## config.mk

```make
export PLATFORM = sky130hd
export DESIGN_NAME = elevator_ctrl
export DESIGN_NICKNAME = d
export VERILOG_FILES = /design/src/rtl/elevator_pkg.sv /design/src/rtl/elev_tick_timer.sv /design/src/rtl/elevator_ctrl.sv
export SDC_FILE = /design/constraint.sdc
export NUM_CORES = 1
export LEC_CHECK = 0
export CORE_ASPECT_RATIO = 0.75
export CORE_UTILIZATION = 55
export CTS_CLUSTER_SIZE = 12
export DETAILED_ROUTE_END_ITERATION = 7
export GPL_TIMING_DRIVEN = 1
export PLACE_DENSITY_LB_ADDON = 0.25
export SLEW_MARGIN = 20
export SYNTH_ARGS = -nofsm -noshare
export SYNTH_HDL_FRONTEND = slang
export SYNTH_SLANG_ARGS = --single-unit
```

## constraint.sdc

```tcl
create_clock -name clk -period 2.75 [get_ports clk]
set_input_delay 0.275 -clock clk [delete_from_list [all_inputs] [get_ports clk]]
set_output_delay 0.275 -clock clk [all_outputs]
set_load 0.05 [all_outputs]
```

## src/rtl/elevator_pkg.sv

```systemverilog
// Shared types and constants for the elevator controller: FSM state encoding,
// timer width and the floor-index width helper.
package elevator_pkg;

  typedef enum logic [1:0] {
    IDLE = 2'd0,
    DOOR = 2'd1,
    MOVE = 2'd2
  } state_e;

  localparam int TICK_W = 8;

  // Floor index width: clog2(n), never narrower than one bit.
  function automatic int floor_w(input int n);
    return (n <= 2) ? 1 : $clog2(n);
  endfunction

endpackage

```

## src/rtl/elev_tick_timer.sv

```systemverilog
// Loadable down-counter advanced by the tick timebase; holds at zero.
// A load always takes precedence over a tick.
module elev_tick_timer
  import elevator_pkg::*;
(
  input  logic              clk,
  input  logic              reset,
  input  logic              load,
  input  logic [TICK_W-1:0] load_val,
  input  logic              tick,
  output logic [TICK_W-1:0] count,
  output logic              done
);

  logic [TICK_W-1:0] count_q, count_d;

  // NOTE: every always_comb output gets a default first so no latch is inferred.
  always_comb begin
    count_d = count_q;
    if (load) begin
      count_d = load_val;
    end else if (tick && count_q != '0) begin
      count_d = count_q - 1'b1;
    end
  end

  // NOTE: state registers use non-blocking assignments; combinational blocks use blocking.
  always_ff @(posedge clk) begin
    if (reset) count_q <= '0;
    else       count_q <= count_d;
  end

  assign count = count_q;
  assign done  = (count_q == '0);

endmodule

```

## src/rtl/elevator_ctrl.sv

```systemverilog
// Single-car elevator controller: IDLE/DOOR/MOVE FSM with latched calls and
// tick-based travel/door timers. Optional homing via ELEVATOR_IDLE_HOME_EN.
module elevator_ctrl
  import elevator_pkg::*;
#(
  parameter int NUM_FLOORS   = 4,
  parameter int TRAVEL_TICKS = 10,
  parameter int DOOR_TICKS   = 10,
  parameter int HOME_TICKS   = 30
) (
  input  logic                               clk,
  input  logic                               reset,
  input  logic                               tick,
  input  logic [NUM_FLOORS-1:0]              call_req,
  output logic [floor_w(NUM_FLOORS)-1:0]     cur_floor,
  output logic                               dir_up,
  output logic                               moving,
  output logic                               door_open,
  output logic [NUM_FLOORS-1:0]              pending,
  output logic                               arrive
);

  localparam int FLOOR_W = floor_w(NUM_FLOORS);

  state_e                  state_q, state_d;
  logic [FLOOR_W-1:0]      cur_floor_q, cur_floor_d;
  logic                    dir_up_q, dir_up_d;
  logic                    moving_q, door_open_q;
  logic                    arrive_q, arrive_d;
  logic [NUM_FLOORS-1:0]   pending_q, pending_d;
  logic [NUM_FLOORS-1:0]   cur_mask;
  logic                    any_above, any_below;
  logic                    travel_load, door_load;
  logic [TICK_W-1:0]       travel_cnt, door_cnt;
  logic                    travel_done, door_done;
  logic                    travel_expire, door_expire;
  logic                    home_set;

  elev_tick_timer u_travel_timer (
    .clk      (clk),
    .reset    (reset),
    .load     (travel_load),
    .load_val (TICK_W'(TRAVEL_TICKS)),
    .tick     (tick),
    .count    (travel_cnt),
    .done     (travel_done)
  );

  elev_tick_timer u_door_timer (
    .clk      (clk),
    .reset    (reset),
    .load     (door_load),
    .load_val (TICK_W'(DOOR_TICKS)),
    .tick     (tick),
    .count    (door_cnt),
    .done     (door_done)
  );

  // Expire on the tick that takes the count from 1 to 0; a zero count exits at once.
  assign travel_expire = travel_done || (tick && travel_cnt == TICK_W'(1));
  assign door_expire   = door_done   || (tick && door_cnt   == TICK_W'(1));

  always_comb begin
    any_above = 1'b0;
    any_below = 1'b0;
    for (int i = 0; i < NUM_FLOORS; i++) begin
      if (pending_q[i] && i > int'(cur_floor_q)) any_above = 1'b1;
      if (pending_q[i] && i < int'(cur_floor_q)) any_below = 1'b1;
    end
  end

`ifdef ELEVATOR_IDLE_HOME_EN
  logic [TICK_W-1:0] home_q, home_d;

  // Only an undisturbed, empty IDLE away from floor 0 accumulates ticks.
  always_comb begin
    home_d   = '0;
    home_set = 1'b0;
    if (state_q == IDLE && pending_q == '0 && call_req == '0 && cur_floor_q != '0) begin
      home_d = home_q;
      if (tick) begin
        if (int'(home_q) + 1 >= HOME_TICKS) begin
          home_set = 1'b1;
          home_d   = '0;
        end else begin
          home_d = home_q + 1'b1;
        end
      end
    end
  end

  always_ff @(posedge clk) begin
    if (reset) home_q <= '0;
    else       home_q <= home_d;
  end
`else
  logic unused_home_ticks;
  assign unused_home_ticks = ^HOME_TICKS;
  assign home_set          = 1'b0;
`endif

  always_comb begin
    state_d     = state_q;
    cur_floor_d = cur_floor_q;
    dir_up_d    = dir_up_q;
    arrive_d    = 1'b0;
    travel_load = 1'b0;
    door_load   = 1'b0;
    cur_mask    = '0;
    cur_mask[cur_floor_q] = 1'b1;

    // At rest, the current floor is served by the door rather than latched.
    if (state_q == MOVE) pending_d = pending_q | call_req;
    else                 pending_d = (pending_q | call_req) & ~cur_mask;
    pending_d = pending_d | NUM_FLOORS'(home_set);

    unique case (state_q)
      IDLE: begin
        if (pending_q[cur_floor_q] || call_req[cur_floor_q]) begin
          state_d   = DOOR;
          door_load = 1'b1;
        end else if (dir_up_q ? any_above : any_below) begin
          state_d     = MOVE;
          travel_load = 1'b1;
        end else if (dir_up_q ? any_below : any_above) begin
          dir_up_d    = ~dir_up_q;
          state_d     = MOVE;
          travel_load = 1'b1;
        end
      end
      DOOR: begin
        if (call_req[cur_floor_q]) begin
          door_load = 1'b1;
        end else if (door_expire) begin
          state_d = IDLE;
        end
      end
      MOVE: begin
        if (travel_expire) begin
          state_d  = IDLE;
          arrive_d = 1'b1;
          if (dir_up_q && int'(cur_floor_q) < NUM_FLOORS - 1) begin
            cur_floor_d = cur_floor_q + 1'b1;
          end else if (!dir_up_q && cur_floor_q != '0) begin
            cur_floor_d = cur_floor_q - 1'b1;
          end
        end
      end
      default: state_d = IDLE;
    endcase
  end

  always_ff @(posedge clk) begin
    if (reset) begin
      state_q     <= IDLE;
      cur_floor_q <= '0;
      dir_up_q    <= 1'b1;
      moving_q    <= 1'b0;
      door_open_q <= 1'b0;
      arrive_q    <= 1'b0;
      pending_q   <= '0;
    end else begin
      state_q     <= state_d;
      cur_floor_q <= cur_floor_d;
      dir_up_q    <= dir_up_d;
      moving_q    <= (state_d == MOVE);
      door_open_q <= (state_d == DOOR);
      arrive_q    <= arrive_d;
      pending_q   <= pending_d;
    end
  end

  assign cur_floor = cur_floor_q;
  assign dir_up    = dir_up_q;
  assign moving    = moving_q;
  assign door_open = door_open_q;
  assign arrive    = arrive_q;
  assign pending   = pending_q;

endmodule

```

Word-level counts from Yosys, hierarchy flattened
Index checks and enable logic that the tools add are counted.
{"block": "word_totals", "elab_cells": 104, "inputBits": 7, "register_bits": 28, "output_inout_bits": 10}
{"block": "op_classes", "reduce_logical": 31, "n_bitwise": 7, "n_addsub": 4, "n_mux": 36, "magnitude_cmp": 9, "n_eq_ne": 6}
{"operator": "$mux 4", "n": 5}
{"operator": "$mux 1", "n": 18}
{"operator": "$eq 8x1->1 const B", "n": 2}
{"operator": "$logic_not 8->1", "n": 2}
{"operator": "$mux 2", "n": 8}
{"operator": "$reduce_bool 8->1", "n": 2}
{"operator": "$sub 8x1->8 const B", "n": 2}
{"operator": "$logic_and 1x1->1", "n": 13}
{"operator": "$reduce_bool 2->1", "n": 4}
{"operator": "$pmux 2 s3", "n": 1}
{"operator": "$reduce_or 2->1", "n": 3}
{"operator": "$and 4x4->4", "n": 1}
{"operator": "$bmux 1 s2", "n": 2}
{"operator": "$eq 2x1->1 const B", "n": 2}
{"operator": "$eq 2x2->1 const B", "n": 2}
{"operator": "$gt 2x2->1 const A", "n": 2}
{"operator": "$lt 1x2->1 const A", "n": 2}
{"operator": "$not 1->1", "n": 4}
{"operator": "$not 4->4", "n": 1}
{"operator": "$or 4x4->4", "n": 1}
{"operator": "$reduce_and 4->1", "n": 1}
{"operator": "$logic_or 1x1->1", "n": 3}
{"operator": "$lt 2x3->1 const B", "n": 1}
{"operator": "$reduce_and 3->1", "n": 1}
{"operator": "10 further kinds", "n": 10}

Longest topological paths before layout
{"block": "depth", "word_depth": 11, "ltp_mapped": 6, "depth_no_buf": 6}

Hierarchy
From an unflattened synthesis, not the netlist that was laid out.
{"block": "hier_totals", "hier_cells": 197, "area_unflattened_um2": 1750.4}
{"mod": "elev_tick_timer", "area_each_um2": 515.5, "cells_each": 59, "instances": 2, "seq_area_each_um2": 160.2}
{"mod": "elevator_ctrl", "area_each_um2": 719.4, "cells_each": 79, "instances": 1, "seq_area_each_um2": 240.2}

Worst setup path before layout
No wires, ideal clock.
{"block": "synth_timing", "path_kind": "register to register", "start": "reg cur_floor_q[0], in the netlist cur_floor[0]", "end": "reg dir_up_q, in the netlist dir_up", "setup_slack_ns": 0.463, "path_stages_with_launch": 5, "n_path_buf": 0, "arrival_time_ns": 2.160, "cell_sequence": "dfxtp_1 -> mux4_2 -> or4_4 -> nor4_1 -> a211oi_1"}
{"block": "synth_between", "elab_chain_len": 8, "word_cells_on_any_way": 28, "cone_classes": "order compare: 6; mux: 12; bitwise: 2; reduce/logical: 8"}
{"item": "start: declaration", "line_no": "elevator_ctrl.sv:26", "rtl": "logic [FLOOR_W-1:0] cur_floor_q, cur_floor_d;"}
{"item": "start signal: assignment", "line_no": "elevator_ctrl.sv:164", "rtl": "cur_floor_q <= cur_floor_d;"}
{"item": "$lt 1x2->1 or $gt 1x2->1 (tied branches)", "line_no": "elevator_ctrl.sv:68, elevator_ctrl.sv:67"}
{"item": "$logic_and 1x1->1 (on tied branches)", "line_no": "elevator_ctrl.sv:68, elevator_ctrl.sv:67"}
{"item": "$mux 1 (on tied branches) (3 in a row)", "line_no": "elevator_ctrl.sv:68, elevator_ctrl.sv:67"}
{"item": "$mux 1", "line_no": "elevator_ctrl.sv:122", "rtl": "end else if (dir_up_q ? any_above : any_below) begin"}
{"item": "$not 1->1 (no source line)"}
{"item": "$reduce_and 4->1 (no source line) *"}
{"item": "end signal: assignment", "line_no": "elevator_ctrl.sv:165", "rtl": "dir_up_q <= dir_up_d;"}
{"item": "end: declaration", "line_no": "elevator_ctrl.sv:27", "rtl": "logic dir_up_q, dir_up_d;"}
Every way passes the cells marked *; elsewhere a longest branch is shown, timed or not. The select of a mux whose other input is x is not followed.
A chain may end at the register's enable or synchronous reset.

Worst setup path in the final report
{"block": "layout_timing", "start": "reg cur_floor_q[0], in the netlist cur_floor[0]", "end": "reg u_travel_timer.count_q[5], in the netlist u_travel_timer.count[5]"}
{"block": "layout_between", "elab_chain_len": 11, "word_cells_on_any_way": 30, "cone_classes": "order compare: 6; mux: 16; reduce/logical: 8"}
{"item": "$gt 1x2->1 or $lt 1x2->1 (tied branches)", "line_no": "elevator_ctrl.sv:67, elevator_ctrl.sv:68"}
{"item": "$logic_and 1x1->1 (on tied branches)", "line_no": "elevator_ctrl.sv:67, elevator_ctrl.sv:68"}
{"item": "$mux 1 (on tied branches) (3 in a row)", "line_no": "elevator_ctrl.sv:67, elevator_ctrl.sv:68"}
{"item": "$mux 1 (2 in a row)", "line_no": "elevator_ctrl.sv:125", "rtl": "end else if (dir_up_q ? any_below : any_above) begin"}
{"item": "$mux 1", "line_no": "elevator_ctrl.sv:122"}
{"item": "$mux 1 *", "line_no": "elevator_ctrl.sv:119", "rtl": "if (pending_q[cur_floor_q] || call_req[cur_floor_q]) begin"}
{"item": "$mux 1 *", "line_no": "elevator_ctrl.sv:117", "rtl": "unique case (state_q)"}
{"item": "$reduce_or 2->1 (no source line) *"}
{"item": "end signal: assignment", "line_no": "elev_tick_timer.sv:30", "rtl": "else count_q <= count_d;"}
{"item": "end: declaration", "line_no": "elev_tick_timer.sv:15", "rtl": "logic [TICK_W-1:0] count_q, count_d;"}
Marked as above.

==> impl_metrics.yaml <==
outcome:
  run_status: "complete, no violations"
synthesis:
  syn_avg_cell_area_um2: 9.12
  synthDistinctLibCells: 43
  async_flop_share_pct: 0
  yosysSeqAreaShare_pct: 36.6
  yosys_most_used_dff: "dfxtp_1"
  synth-seq-cells: 28
  ys_warn_count: 0
  syn-cell-area_um2: 1530
  synth-edff-count: 0
  synthCells: 168
  synth_nets: 186
global_routing:
  overflow: 0
  grt_pass1_wl_um: 5110
  grt_util_met2_pct: 44.1
  grt_usage_pct: 22.6
  met3_usage_pct: 5.00
  grt_pass1_vias: 1160
  antenna_found_initial: 0
  met1_usage_pct: 26.7
  grt_max_degree: 17
  grt_busiest_layer: "met2"
clocking:
  cts_tree: "yes"
  h-tree-depth: 1
  post-cts-setup-buffer-count: 0
  cts_resized: 0
  clk-insertion-delay-late_ns: 0.28
  clockBufferDepth: 2
  cts.sinks: 28
  ctsHoldBuffers: 0
  numCtsBuffers: 3
  root_buffer: "clkbuf_8"
  clk_pin_slew_ns: 0.10
die:
  dieWidth_um: 62.9
  die_h_um: 47.7
  rows: 16
  core-area_um2: 2620
  boundaryPins: 17
  die-area_um2: 3000
  start_util_pct: 58.4
worst_setup_path:
  reg2regPathDepth: 4
  r2r_start: "cur_floor[0]"
  slowest_stage: "mux4_2"
  cp-start-kind: "register"
  critPathMaxStageDelay_ns: 0.57
  path_cells: "mux4_2, or4_4, a21oi_2, nor3_1"
  critical_path_cell_count: 4
  startpoint: "cur_floor[0]"
  r2r_slack_ns: 0.61
  endpoint: "u_travel_timer.count[5]"
  cp_max_fo: 8
  cp_top_family: "simple AND/OR/NAND/NOR gates"
  crit_arrival_ns: 2.29
  worstSetupPathType: "reg2reg"
  path_buf_inv: 0
  required_ns: 2.90
  r2r_end: "u_travel_timer.count[5]"
  cp-end-kind: "register"
pwr:
  powerDensity_nw_per_um2: 923
  p_switching_uw: 654
  ir_drop_mv: 0.638
  seqPwrFrac_pct: 35.9
  pwr-share-comb_pct: 44.6
  clkPwrFrac_pct: 19.5
  swShare_pct: 39.2
  internal-power_uw: 1010
  leakagePower_uw: 0.000687
routing:
  dr.pass1.iters: 4
  wl_per_cell_um: 15.1
  routed_wl_um: 3350
  vias: 1326
  viasPerCell: 5.97
  drc: 0
  ant_nets: 0
  drt_iter0_drc: 75
sta:
  rsz0062_at_grt: "false"
  tns_ns: 0
  slew_headroom_pct: 59.4
  fin_hold_ws_ns: 0.510
  fin_crit_ns: 2.14
  worstMarginPinSlew_ns: 0.609
  setup_violations: 0
  clock_skew_ns: 0.0116
  timing.fmax_ghz: 0.467
  final.period_utilization_pct: 77.9
  drv_slew: 0
  hold_violations: 0
job:
  drv_cap: 0
placement:
  port_buffers: 16
  gp_congestion: 0.817
  hpwl_um: 2510
layout:
  drive_above_1_share_pct: 8.60
  final_cell_mix: "dfxtp_1, nor2_1, clkdlybuf4s50_1"
  diodes: 0
  syn_to_final_growth_pct: 18.1
  final_nets: 205
  final_common_cell: "dfxtp_1"
worst_hold_path:
  hold_path.class: "reg2reg"
==> worst min path at each step <==
stage,from,end,slack (ns),cells past startpoint
6_report,u_door_timer.count[1],u_door_timer.count[1],0.51,2
3_3_place_gp,u_door_timer.count[1],u_door_timer.count[1],0.48,2
2_1_floorplan,reset,u_travel_timer.count[2],0.35,1
5_1_grt,u_door_timer.count[1],u_door_timer.count[1],0.54,2
4_1_cts,u_door_timer.count[1],u_door_timer.count[1],0.50,2
3_5_place_dp,u_door_timer.count[1],u_door_timer.count[1],0.49,2
==> cells in the mapped netlist (4+ instances only) <==
| library cell | n | area, um2 |
|---|---|---|
| ha_1 | 11 | 138 |
| clkbuf_1 | 4 | 15.0 |
| nand2_1 | 4 | 15.0 |
| xor2_1 | 6 | 52.6 |
| a211oi_1 | 8 | 60.1 |
| inv_1 | 9 | 33.8 |
| dfxtp_1 | 28 | 561 |
| nor2_1 | 20 | 75.1 |
| a21oi_1 | 11 | 55.1 |
| nand2b_1 | 4 | 25.0 |
| nor3_1 | 5 | 25.0 |
| o21ai_0 | 6 | 30.0 |
| nor2b_1 | 4 | 25.0 |
==> cells by family after synthesis <==
logic type | Yosys count | share of synthesized area [%]
AOI/OAI and AO/OA | 39 | 16.9
buffers and inverters | 13 | 3.19
muxes | 6 | 5.96
DFF | 28 | 36.6
adders and majority gates | 11 | 8.99
xor gates and xnor gates | 9 | 5.15
and+or+nand+nor | 62 | 23.2
==> power by group through the flow <==
stage / clock, uW / combinational [uW] / sequential, uW
after detailed placement: 0 / 733 / 606
after CTS: 327 / 740 / 596
after floorplan: 0 / 518 / 639
after global placement: 0 / 701 / 595
after global routing: 343 / 819 / 611
final: 325 / 745 / 599
==> state kept, by name (all words and copies together) (netlist names) <==
register	count
door_open	1
dir_up	1
pending	4
u_door_timer.count	8
arrive	1
u_travel_timer.count	8
moving	1
cur_floor	2
state_q	2
==> per-stage QoR <==
| step | utilization [%] | cell area (um2) | power (uW) | std cells | setup slack [ns] |
|---|---|---|---|---|---|
| floorplan | - | 1530 | 1160 | 168 | 0.463 |
| CTS | 68.9 | 1810 | 1660 | 222 | 0.631 |
| global placement | 66.2 | 1740 | 1300 | 218 | 0.585 |
| global route | 68.9 | 1810 | 1770 | 222 | 0.517 |
| finish | 68.9 | 1810 | 1670 | 222 | 0.609 |
| detailed placement | 66.2 | 1740 | 1340 | 218 | 0.522 |
==> metal layers <==
layer	vias to the layer above	wire length, um
met3	2	113
met1	645	1530
met4	0	13
li1	653	-
met5	-	0
met2	26	1700
==> layout make-up <==
cell class | count | area (um2)
clock buffers | 3 | 41.3
clock inverters | 1 | 30.0
fillers | 210 | 815
inverters | 9 | 33.8
multi-input cells | 127 | 922
flip-flops and latches | 28 | 561
well taps | 36 | 45.0
repair buffers | 18 | 175
==> tightest hold or removal path, delay by kind of cell (launching register included) <==
family          cells  cell delay [ns]
flops               1             0.34
compound gates      1             0.07
simple gates        1             0.06
No activity file was read; power rests on OpenSTA's default activity.
